$ cat config.mk
export PLATFORM = sky130hd
export DESIGN_NAME = writeback_stage
export DESIGN_NICKNAME = d
export VERILOG_FILES = /design/src/rtl/cpu_pkg.sv /design/src/rtl/load_extender.sv /design/src/rtl/writeback_stage.sv
export SDC_FILE = /design/constraint.sdc
export NUM_CORES = 1
export LEC_CHECK = 0
export CAP_MARGIN = 25
export CORE_UTILIZATION = 44
export CTS_CLUSTER_SIZE = 20
export DETAILED_ROUTE_END_ITERATION = 6
export PLACE_DENSITY = 0.83
export SYNTH_ARGS = -nofsm -noshare
export SYNTH_HDL_FRONTEND = slang
export SYNTH_SLANG_ARGS = --single-unit
$ cat constraint.sdc
create_clock -name i_clk -period 2.2 [get_ports i_clk]
set_input_delay 0.22 -clock i_clk [delete_from_list [all_inputs] [get_ports i_clk]]
set_output_delay 0.22 -clock i_clk [all_outputs]
set_load 0.03 [all_outputs]
$ cat src/rtl/cpu_pkg.sv
`default_nettype none
// ============================================================================
// Module      : cpu_pkg
// Description : Shared definitions for the MIPS core back end: load opcodes,
//               write-back state encoding and the default link offset.
// Revision    : 1.0 - initial release
// ============================================================================
package cpu_pkg;

  // Load opcodes (instruction bits [31:26])
  localparam logic [5:0] OP_LB  = 6'b100000;
  localparam logic [5:0] OP_LH  = 6'b100001;
  localparam logic [5:0] OP_LW  = 6'b100011;
  localparam logic [5:0] OP_LBU = 6'b100100;
  localparam logic [5:0] OP_LHU = 6'b100101;

  // Write-back stage run state
  typedef enum logic [0:0] {
    WB_RUN    = 1'b0,
    WB_HALTED = 1'b1
  } wb_state_e;

  // JAL/JALR write the address two instructions past the jump
  localparam int LINK_OFFSET_DEFAULT = 8;

endpackage : cpu_pkg
`default_nettype wire

$ cat src/rtl/load_extender.sv
`default_nettype none
// ============================================================================
// Module      : load_extender
// Description : Combinational byte/halfword lane select with sign or zero
//               extension for little-endian loads. Reusable by any stage that
//               needs the architectural load value from a raw aligned word.
// Ports       : i_opcode      - load opcode, selects width and signedness
//               i_byte_offset - low address bits of the load
//               i_raw         - raw aligned memory word
//               o_ext         - extended load value
// Revision    : 1.0 - initial release
// ============================================================================
module load_extender
  import cpu_pkg::*;
#(
  parameter int DATA_WIDTH = 32
) (
  input  logic [5:0]            i_opcode,
  input  logic [1:0]            i_byte_offset,
  input  logic [DATA_WIDTH-1:0] i_raw,
  output logic [DATA_WIDTH-1:0] o_ext
);

  logic [7:0]  byte_sel;
  logic [15:0] half_sel;

  always_comb begin
    byte_sel = i_raw[{3'd0, i_byte_offset} * 8 +: 8];
    // Halfword lane comes from offset bit 1 only; bit 0 is ignored
    half_sel = i_byte_offset[1] ? i_raw[31:16] : i_raw[15:0];

    case (i_opcode)
      OP_LB:   o_ext = {{(DATA_WIDTH-8){byte_sel[7]}}, byte_sel};
      OP_LBU:  o_ext = {{(DATA_WIDTH-8){1'b0}}, byte_sel};
      OP_LH:   o_ext = {{(DATA_WIDTH-16){half_sel[15]}}, half_sel};
      OP_LHU:  o_ext = {{(DATA_WIDTH-16){1'b0}}, half_sel};
      default: o_ext = i_raw;
    endcase
  end

endmodule : load_extender
`default_nettype wire

$ cat src/rtl/writeback_stage.sv
`default_nettype none
// ============================================================================
// Module      : writeback_stage
// Description : MEM/WB latch and write-back value selection for the MIPS core.
//               Drives the register-bank write port, tracks HALT and counts
//               retired instructions.
// Ports       : i_clk, i_reset (async, active low)
//               i_valid, i_reg_write, i_mem_to_reg, i_link, i_halt - controls
//               i_opcode, i_byte_offset - load width/sign and lane
//               i_alu_result, i_mem_data, i_pc, i_dest - datapath inputs
//               o_wb_write_enable/addr/data - register-bank write port
//               o_halted - sticky HALT-retired flag
//               o_retired_count - retired valid instruction count (wraps)
// Revision    : 1.0 - initial release
// ============================================================================
module writeback_stage
  import cpu_pkg::*;
#(
  parameter int DATA_WIDTH     = 32,
  parameter int REG_ADDR_WIDTH = 5,
  parameter int LINK_OFFSET    = LINK_OFFSET_DEFAULT
) (
  input  logic                      i_clk,
  input  logic                      i_reset,
  input  logic                      i_valid,
  input  logic                      i_reg_write,
  input  logic                      i_mem_to_reg,
  input  logic                      i_link,
  input  logic                      i_halt,
  input  logic [5:0]                i_opcode,
  input  logic [1:0]                i_byte_offset,
  input  logic [DATA_WIDTH-1:0]     i_alu_result,
  input  logic [DATA_WIDTH-1:0]     i_mem_data,
  input  logic [DATA_WIDTH-1:0]     i_pc,
  input  logic [REG_ADDR_WIDTH-1:0] i_dest,
  output logic                      o_wb_write_enable,
  output logic [REG_ADDR_WIDTH-1:0] o_wb_write_addr,
  output logic [DATA_WIDTH-1:0]     o_wb_write_data,
  output logic                      o_halted,
  output logic [31:0]               o_retired_count
);

  wb_state_e                 state_q;
  logic                      we_q;
  logic                      we_d;
  logic [REG_ADDR_WIDTH-1:0] addr_q;
  logic [DATA_WIDTH-1:0]     data_q;
  logic [DATA_WIDTH-1:0]     data_d;
  logic [DATA_WIDTH-1:0]     load_ext;
  logic                      halted_q;
  logic [31:0]               count_q;

  load_extender #(
    .DATA_WIDTH (DATA_WIDTH)
  ) u_load_extender (
    .i_opcode      (i_opcode),
    .i_byte_offset (i_byte_offset),
    .i_raw         (i_mem_data),
    .o_ext         (load_ext)
  );

  always_comb begin
    // Link beats memory, memory beats ALU
    if (i_link) begin
      data_d = i_pc + DATA_WIDTH'(LINK_OFFSET);
    end else if (i_mem_to_reg) begin
      data_d = load_ext;
    end else begin
      data_d = i_alu_result;
    end
    // $0 is hardwired zero and HALT never writes
    we_d = i_valid & i_reg_write & (i_dest != '0) & ~i_halt;
  end

  always_ff @(posedge i_clk or negedge i_reset) begin
    if (!i_reset) begin
      state_q  <= WB_RUN;
      we_q     <= 1'b0;
      addr_q   <= '0;
      data_q   <= '0;
      halted_q <= 1'b0;
      count_q  <= '0;
    end else begin
      case (state_q)
        WB_RUN: begin
          we_q <= we_d;
          if (i_valid) begin
            addr_q  <= i_dest;
            data_q  <= data_d;
            count_q <= count_q + 32'd1;
            if (i_halt) begin
              state_q  <= WB_HALTED;
              halted_q <= 1'b1;
            end
          end
        end
        default: begin
          // Frozen until reset
          we_q <= 1'b0;
        end
      endcase
    end
  end

  assign o_wb_write_enable = we_q;
  assign o_wb_write_addr   = addr_q;
  assign o_wb_write_data   = data_q;
  assign o_halted          = halted_q;
  assign o_retired_count   = count_q;

endmodule : writeback_stage
`default_nettype wire

==> run metrics, run 1 <==
PortBufs 186; Min Hold Slack 0.3487 ns; Max rail drop VDD 337.9 µV; die area 10810 µm²; Cell variety after synth 62; Rel. slew slack 0.6468; # placed instances 830; largest net degree at the start of global routing 30; Post-Syn Area 4576 µm²; power density cells 630.8 nW/µm²; largest family of logic cells by synthesized area simple AND/OR/NAND/NOR gates; post-cts repair resize count 0; Synth Register Bits 72; Crit Path Class input pin to flop; post-DR wirelength/cell 18.48 µm; Max FO, Critical Path 4; crit path launch type input pin; Die H 104.0 µm; number of synthesized flops with an enable pin 0; DRT Pass-1 Iters 5; CTS root buffer clkbuf_8; Final TNS setup 0 ns; final worst setup slack 0.3430 ns; gr ovfl total 0; H-tree depth 3; Area Growth Syn to Fin 50.59%; first-pass GRT wire length 24560 µm; Synth Flop Type dfrtp_1; # DRC 0; status finished, final reports clean; worst skew pair latency 0.34 ns; RSZ-0062 raised after global routing no; Power, Total 4.346 mW; Nets 827; Worst R2R Path Depth 5; number of I/O pins 187; Max Slew Vio Count 0; initial antenna violation count 0; CTS Buf Count 9; Total GRT Usage 0.2882; dpl ws 0.004445 ns; post-synthesis mux area share 0.03254; most frequent cells in the layout clkdlybuf4s50_1 (185), dfrtp_1 (72), nand2_1 (64); xor/xnor cell area share of the yosys netlist 0.1091; Post-Layout Cell Count 847; Core ar. 9910 µm²; Synth Area in Compound Gates 0.1865; vias in the first global route 4830; CTS Buffer Depth 2; chip width 104.0 µm; Final Hold Fails 0; Adder-Cell Fraction of Synth Area 0.005469; Initial Utilization 0.4617; YS warnings 0; Synth Area in Simple Gates 0.2357; Max Clk Rate 0.5385 GHz; post-synthesis cell count 510; Finished Core Util 0.6953; Vias/cell 5.803; Detailed Place HPWL 12280 µm; Placement Cell Area 6683 µm²; Data arrival, critical path 2.09 ns; drt first-iter violations 322; crit path capture type flop; Final setup viols 0; RD Place Congestion 0.9417; most common cell after layout, fill and taps aside clkdlybuf4s50_1; DR vias 4915; CTS clk-pin slew, worst paths 0.08 ns; sequential area share after synthesis 0.3938; Critical Path RT 2.44 ns; cell leakage power 2.774 nW; Max-cap violations 0; worst-margin pin slew 0.5297 ns; share of layout cells above drive strength 1 0.09524; Async S/R FF share, synth 1.000; Total Wirelength 15650 µm; Final min period 1.857 ns; Synth Area per Inst 8.972 µm²; final instance area 6890 µm²; row cnt 36; Hold Path Class input pin to async pin; Diodes inserted 0; post-synthesis net count 628; clock skew 0.008573 ns; period utilisation layout 0.8441; clock sinks 72; CTS tree done; Antenna Nets Post-Route 0
==> synthesized netlist by cell type, drive strengths merged (2+ instances only) <==
cell,instances,area share
a211o,3,0.0057
a211oi,4,0.0066
a21o,2,0.0033
a21oi,49,0.056
a221o,6,0.013
a221oi,4,0.0077
a32oi,2,0.0038
and2,4,0.0055
and3,8,0.011
and4,4,0.0082
buf,10,0.016
clkbuf,16,0.013
dfrtp,72,0.39
ha,2,0.0055
inv,9,0.0074
mux2,5,0.012
mux2i,7,0.015
nand2,65,0.054
nand2b,3,0.0041
nand3,20,0.023
nand3b,4,0.0066
nand4,14,0.024
nand4b,2,0.0071
nor2,31,0.025
nor2b,2,0.0027
nor3,17,0.020
nor4,14,0.027
nor4b,2,0.0052
o211a,2,0.0044
o211ai,2,0.0033
o21ai,40,0.045
o221a,3,0.0074
o221ai,12,0.023
o22ai,2,0.0027
or3,2,0.0049
xnor2,41,0.078
xor2,16,0.031
==> sequential cells by signal, indices dropped and copies added, names as in the netlist <==
signal,cells
o_retired_count,32
o_wb_write_enable,1
o_wb_write_data,32
o_wb_write_addr,5
state_q,1
o_halted,1
==> cell type report <==
cell class,count,area [µm²]
Clock buffer,10,127.6
Timing Repair Buffer,214,2082
Tap cell,133,166.4
Multi-Input combinational cell,402,2605
Clock inverter,6,70.07
Inverter,10,37.54
Sequential cell,72,1802
Fill cell,778,3019
==> worst paths after layout <==
kind	from	end	slack (ns)
worst min-delay path	i_reset	o_retired_count[29]	0.35
worst min register to register	o_halted	o_halted	0.46
min in group i_clk	i_dest[0]	o_wb_write_addr[0]	0.42
worst max register to register	state_q	o_retired_count[14]	0.35
worst max-delay path	i_pc[3]	o_wb_write_data[19]	0.34
max in group asynchronous	i_reset	o_retired_count[2]	1.29
==> layer usage <==
| metal | track usage | share of wire |
|---|---|---|
| met5 | 0 | 0 |
| met4 | 0.1112 | 0.033 |
| met3 | 0.05326 | 0.078 |
| met2 | 0.5095 | 0.50 |
| met1 | 0.3459 | 0.39 |
==> power by group <==
| part | switching (mW) | internal (mW) |
|---|---|---|
| Combinational | 0.834 | 0.740 |
| Sequential | 0.171 | 1.52 |
| Clock | 0.550 | 0.528 |
==> critical path, stage by stage <==
cell and delay, ns:
clkdlybuf4s50_1 0.51, ha_1 0.24, and4_1 0.22, nand2_1 0.09, nor4_1 0.36, xor2_1 0.12, a221o_1 0.33
==> cell families (layout without fill, tap and decap cells) <==
logic type                 count (synthesis)  count (layout)
buffers and inverters                     36             240
adders and majority gates                  2               2
xor gates and xnor gates                  57              57
AOI/OAI and AO/OA                        134             134
muxes                                     13              13
and+or+nand+nor                          196             196
DFF                                       72              72
==> what timing repair did <==
action | 4_1_cts | 5_1_grt
buffers inserted | 0 | 0
hold endpoints to repair | 14 | 0
hold buffers | 1 | 0
No activity file was read; power rests on OpenSTA's default activity.
==> inputs of run 2 (changes only) <==
--- a/config.mk
+++ b/config.mk
@@ -6,10 +6,10 @@
 export NUM_CORES = 1
 export LEC_CHECK = 0
 export CAP_MARGIN = 25
-export CORE_UTILIZATION = 44
+export CORE_UTILIZATION = 40
 export CTS_CLUSTER_SIZE = 20
 export DETAILED_ROUTE_END_ITERATION = 6
-export PLACE_DENSITY = 0.83
+export PLACE_DENSITY = 0.79
 export SYNTH_ARGS = -nofsm -noshare
 export SYNTH_HDL_FRONTEND = slang
 export SYNTH_SLANG_ARGS = --single-unit
==> constraint.sdc (replaced) <==
create_clock -name i_clk -period 1.5 [get_ports i_clk]
set_input_delay 0.15 -clock i_clk [delete_from_list [all_inputs] [get_ports i_clk]]
set_output_delay 0.15 -clock i_clk [all_outputs]
set_load 0.03 [all_outputs]
==> run 2 against run 1 <==
  * The flow now finishes with violations (negative setup slack)
  * First-iteration DRC count up 26%
  * Sequential power up 47%
  * Core utilization up 6.6 points
  * Largest cell class unchanged
  * Highest routed layer unchanged
==> run metrics, run 2 (synthesized netlist as in run 1, its figures left out) <==
Final Hold Fails 0 (unchanged); Vias/cell 5.740 (was 5.803); drt first-iter violations 406 (was 322); vias in the first global route 5650 (was 4830); gr ovfl total 0 (unchanged); initial antenna violation count 0 (unchanged); Switching Share 0.3532 (was 0.3579); Max Slew Vio Count 0 (unchanged); # DRC 0 (unchanged); Die H 109.0 µm (was 104.0 µm); Reg2Reg Setup Slack -0.15 ns (was 0.35 ns); RD Place Congestion 0.9535 (was 0.9417); Crit Path Class flop to flop (was input pin to flop); CTS Buffer Depth 2 (unchanged); worst skew pair latency 0.34 ns (about the same); dpl ws -0.6035 ns (was 0.004445 ns); Final min period 1.650 ns; Nets 945 (was 827); most frequent cells in the layout buf_4 (128), dlygate4sd2_1 (87), clkdlybuf4s50_1 (85) (was clkdlybuf4s50_1 (185), dfrtp_1 (72), nand2_1 (64)); Max Clk Rate 0.6059 GHz; Antenna Nets Post-Route 0 (unchanged); PortBufs 186 (unchanged); Area Growth Syn to Fin 82.72% (was 50.59%); Max rail drop VDD 496.8 µV (was 337.9 µV); most common cell after layout, fill and taps aside buf_4 (was clkdlybuf4s50_1); die area 11870 µm² (was 10810 µm²); worst-margin pin slew 0.4176 ns (was 0.5297 ns); clock skew 0.005591 ns (was 0.008573 ns); DR vias 5585 (was 4915); power density cells 848.3 nW/µm² (was 630.8 nW/µm²); Worst R2R Path Depth 5 (unchanged); crit path launch type flop (was input pin); share of layout cells above drive strength 1 0.3377 (was 0.09524); cell-internal power 4.587 mW (was 2.791 mW); CP max stage cell or3_4 (was clkdlybuf4s50_1); Placement Cell Area 7485 µm² (was 6683 µm²); Worst path depth 5 (was 7); Critical Path End o_retired_count[16] (was o_wb_write_data[19]); Final setup viols 27 (was 0); Worst Path Buf+Inv 1 (unchanged); clock sinks 72 (unchanged); multi-input logic area 3067 µm² (was 2605 µm²); final worst setup slack -0.1504 ns (was 0.3430 ns); RSZ-0062 raised after global routing yes (was no); Data arrival, critical path 1.90 ns (was 2.09 ns); fill cell count 783 (was 778); Total Wirelength 19250 µm (was 15650 µm); CP Cell Sequence nand4_1, or3_4, nor3_4, buf_4, xor2_1 (was clkdlybuf4s50_1, ha_1, and4_1, nand2_1, nor4_1, xor2_1, a221o_1); Clock power frac 0.315 (was 0.248); Rel. slew slack 0.7227 (was 0.6468); failing checks negative setup slack; CTS root buffer clkbuf_16 (was clkbuf_8); combinational share of power 0.335 (was 0.362); Initial Utilization 0.4166 (was 0.4617); Max-cap violations 0 (unchanged); period utilisation layout 1.100; Hold Path Class input pin to async pin (unchanged); cell leakage power 3.910 nW (was 2.774 nW); Finished Core Util 0.7612 (was 0.6953); Net Sw Power 2.505 mW (was 1.555 mW); Detailed Place HPWL 13990 µm (was 12280 µm); CTS tree done (unchanged); post-DR wirelength/cell 19.79 µm (was 18.48 µm); row cnt 38 (was 36); FF/Latch Area 1829 µm² (was 1802 µm²); final instance area 8361 µm² (was 6890 µm²); Core ar. 10980 µm² (was 9910 µm²); CTS Buf Count 9 (unchanged); first-pass GRT wire length 28800 µm (was 24560 µm); RR Endpoint o_retired_count[16] (was o_retired_count[14]); Max FO, Critical Path 5 (was 4); chip width 109.0 µm (was 104.0 µm); largest net degree at the start of global routing 73 (was 30); H-tree depth 3 (unchanged); Largest stage delay, worst path 0.45 ns (was 0.51 ns); sequential power share 0.349 (was 0.390); crit path capture type flop (unchanged); worst setup path start o_retired_count[7] (was i_pc[3]); Crit path max-delay family simple AND/OR/NAND/NOR gates (unchanged); CTS clk-pin slew, worst paths 0.06 ns (was 0.08 ns); number of I/O pins 187 (unchanged); R2R Path Start o_retired_count[7] (was state_q); Total GRT Usage 0.3241 (was 0.2882); DRT Pass-1 Iters 5 (unchanged); status finished with violations (was finished, final reports clean); Critical Path RT 1.75 ns (was 2.44 ns)
==> run 2: cell types whose count changed in the layout (fill, tap and decap cells not counted), sizes merged <==
cell / change
clkinvlp: -2
clkbuf: +6
clkdlybuf4s15: +1
dlymetal6s2s: +6
nand2b: +1
clkdlybuf4s50: -100
buf: +117
diode: +1
clkinv: +2
dlygate4sd2: +87
==> run 2: power by group through the flow <==
stage / logic (mW) / clock network (mW) / registers [mW]
2_1_floorplan: 0.513 / 0 / 3.06
3_3_place_gp: 2.45 / 0 / 2.50
3_5_place_dp: 2.49 / 0 / 2.51
4_1_cts: 2.33 / 2.23 / 2.47
5_1_grt: 2.50 / 2.34 / 2.51
6_report: 2.38 / 2.23 / 2.48
==> run 2: metal layers <==
| layer | vias to the layer above | wire [µm] | track usage |
|---|---|---|---|
| met4 | 0 | 1111 | 0.1699 |
| met2 | 303 | 9716 | 0.5755 |
| met1 | 2690 | 6942 | 0.3618 |
| met5 | - | 0 | 0 |
| met3 | 84 | 1481 | 0.06934 |
| li1 | 2508 | - | - |
==> run 2: worst min-delay path, stage by stage <==
cell           delay, ns
dlygate4sd3_1       0.52
buf_2               0.12
buf_12              0.32
==> run 2: final cells by class <==
class | count | area share
diodes | 1 | 0.0002993
well taps | 140 | 0.02095
inverters | 10 | 0.004490
clock buffers | 10 | 0.02858
multi-input cells | 403 | 0.3668
clock inverters | 6 | 0.008231
flip-flops and latches | 72 | 0.2188
repair buffers | 331 | 0.3518
==> run 2: how the worst min path moves through the flow <==
stage	start	to	slack, ns	cells after the start
global placement	i_reset	o_wb_write_data[2]	0.22	2
global route	i_dest[4]	o_wb_write_addr[4]	0.39	3
detailed placement	i_reset	o_retired_count[13]	0.21	2
floorplan	i_reset	o_halted	-0.15	0
CTS	i_pc[5]	o_wb_write_data[5]	0.36	4
finish	i_reset	o_retired_count[13]	0.36	3
==> run 2: metrics by stage <==
stage | power [mW] | hold slack (ns) | cells | setup TNS (ns)
after floorplan | 3.572 | -0.1456 | 510 | -1.784
after global placement | 4.955 | 0.2152 | 930 | -21.89
after detailed placement | 4.999 | 0.2132 | 930 | -23.51
after CTS | 7.032 | 0.3580 | 961 | -1.267
after global routing | 7.353 | 0.3878 | 972 | -4.482
final | 7.092 | 0.3603 | 973 | -2.036
==> run 2: timing repair <==
| action | 4_1_cts | 5_1_grt |
|---|---|---|
| setup buffers | 14 | 11 |
| endpoints found under the setup margin | 118 | 61 |
| hold endpoints to repair | 72 | 0 |
| pin swaps | 39 | 27 |
| cloned | 0 | 1 |
| resized for setup | 167 | 45 |
| hold buffers | 1 | 0 |
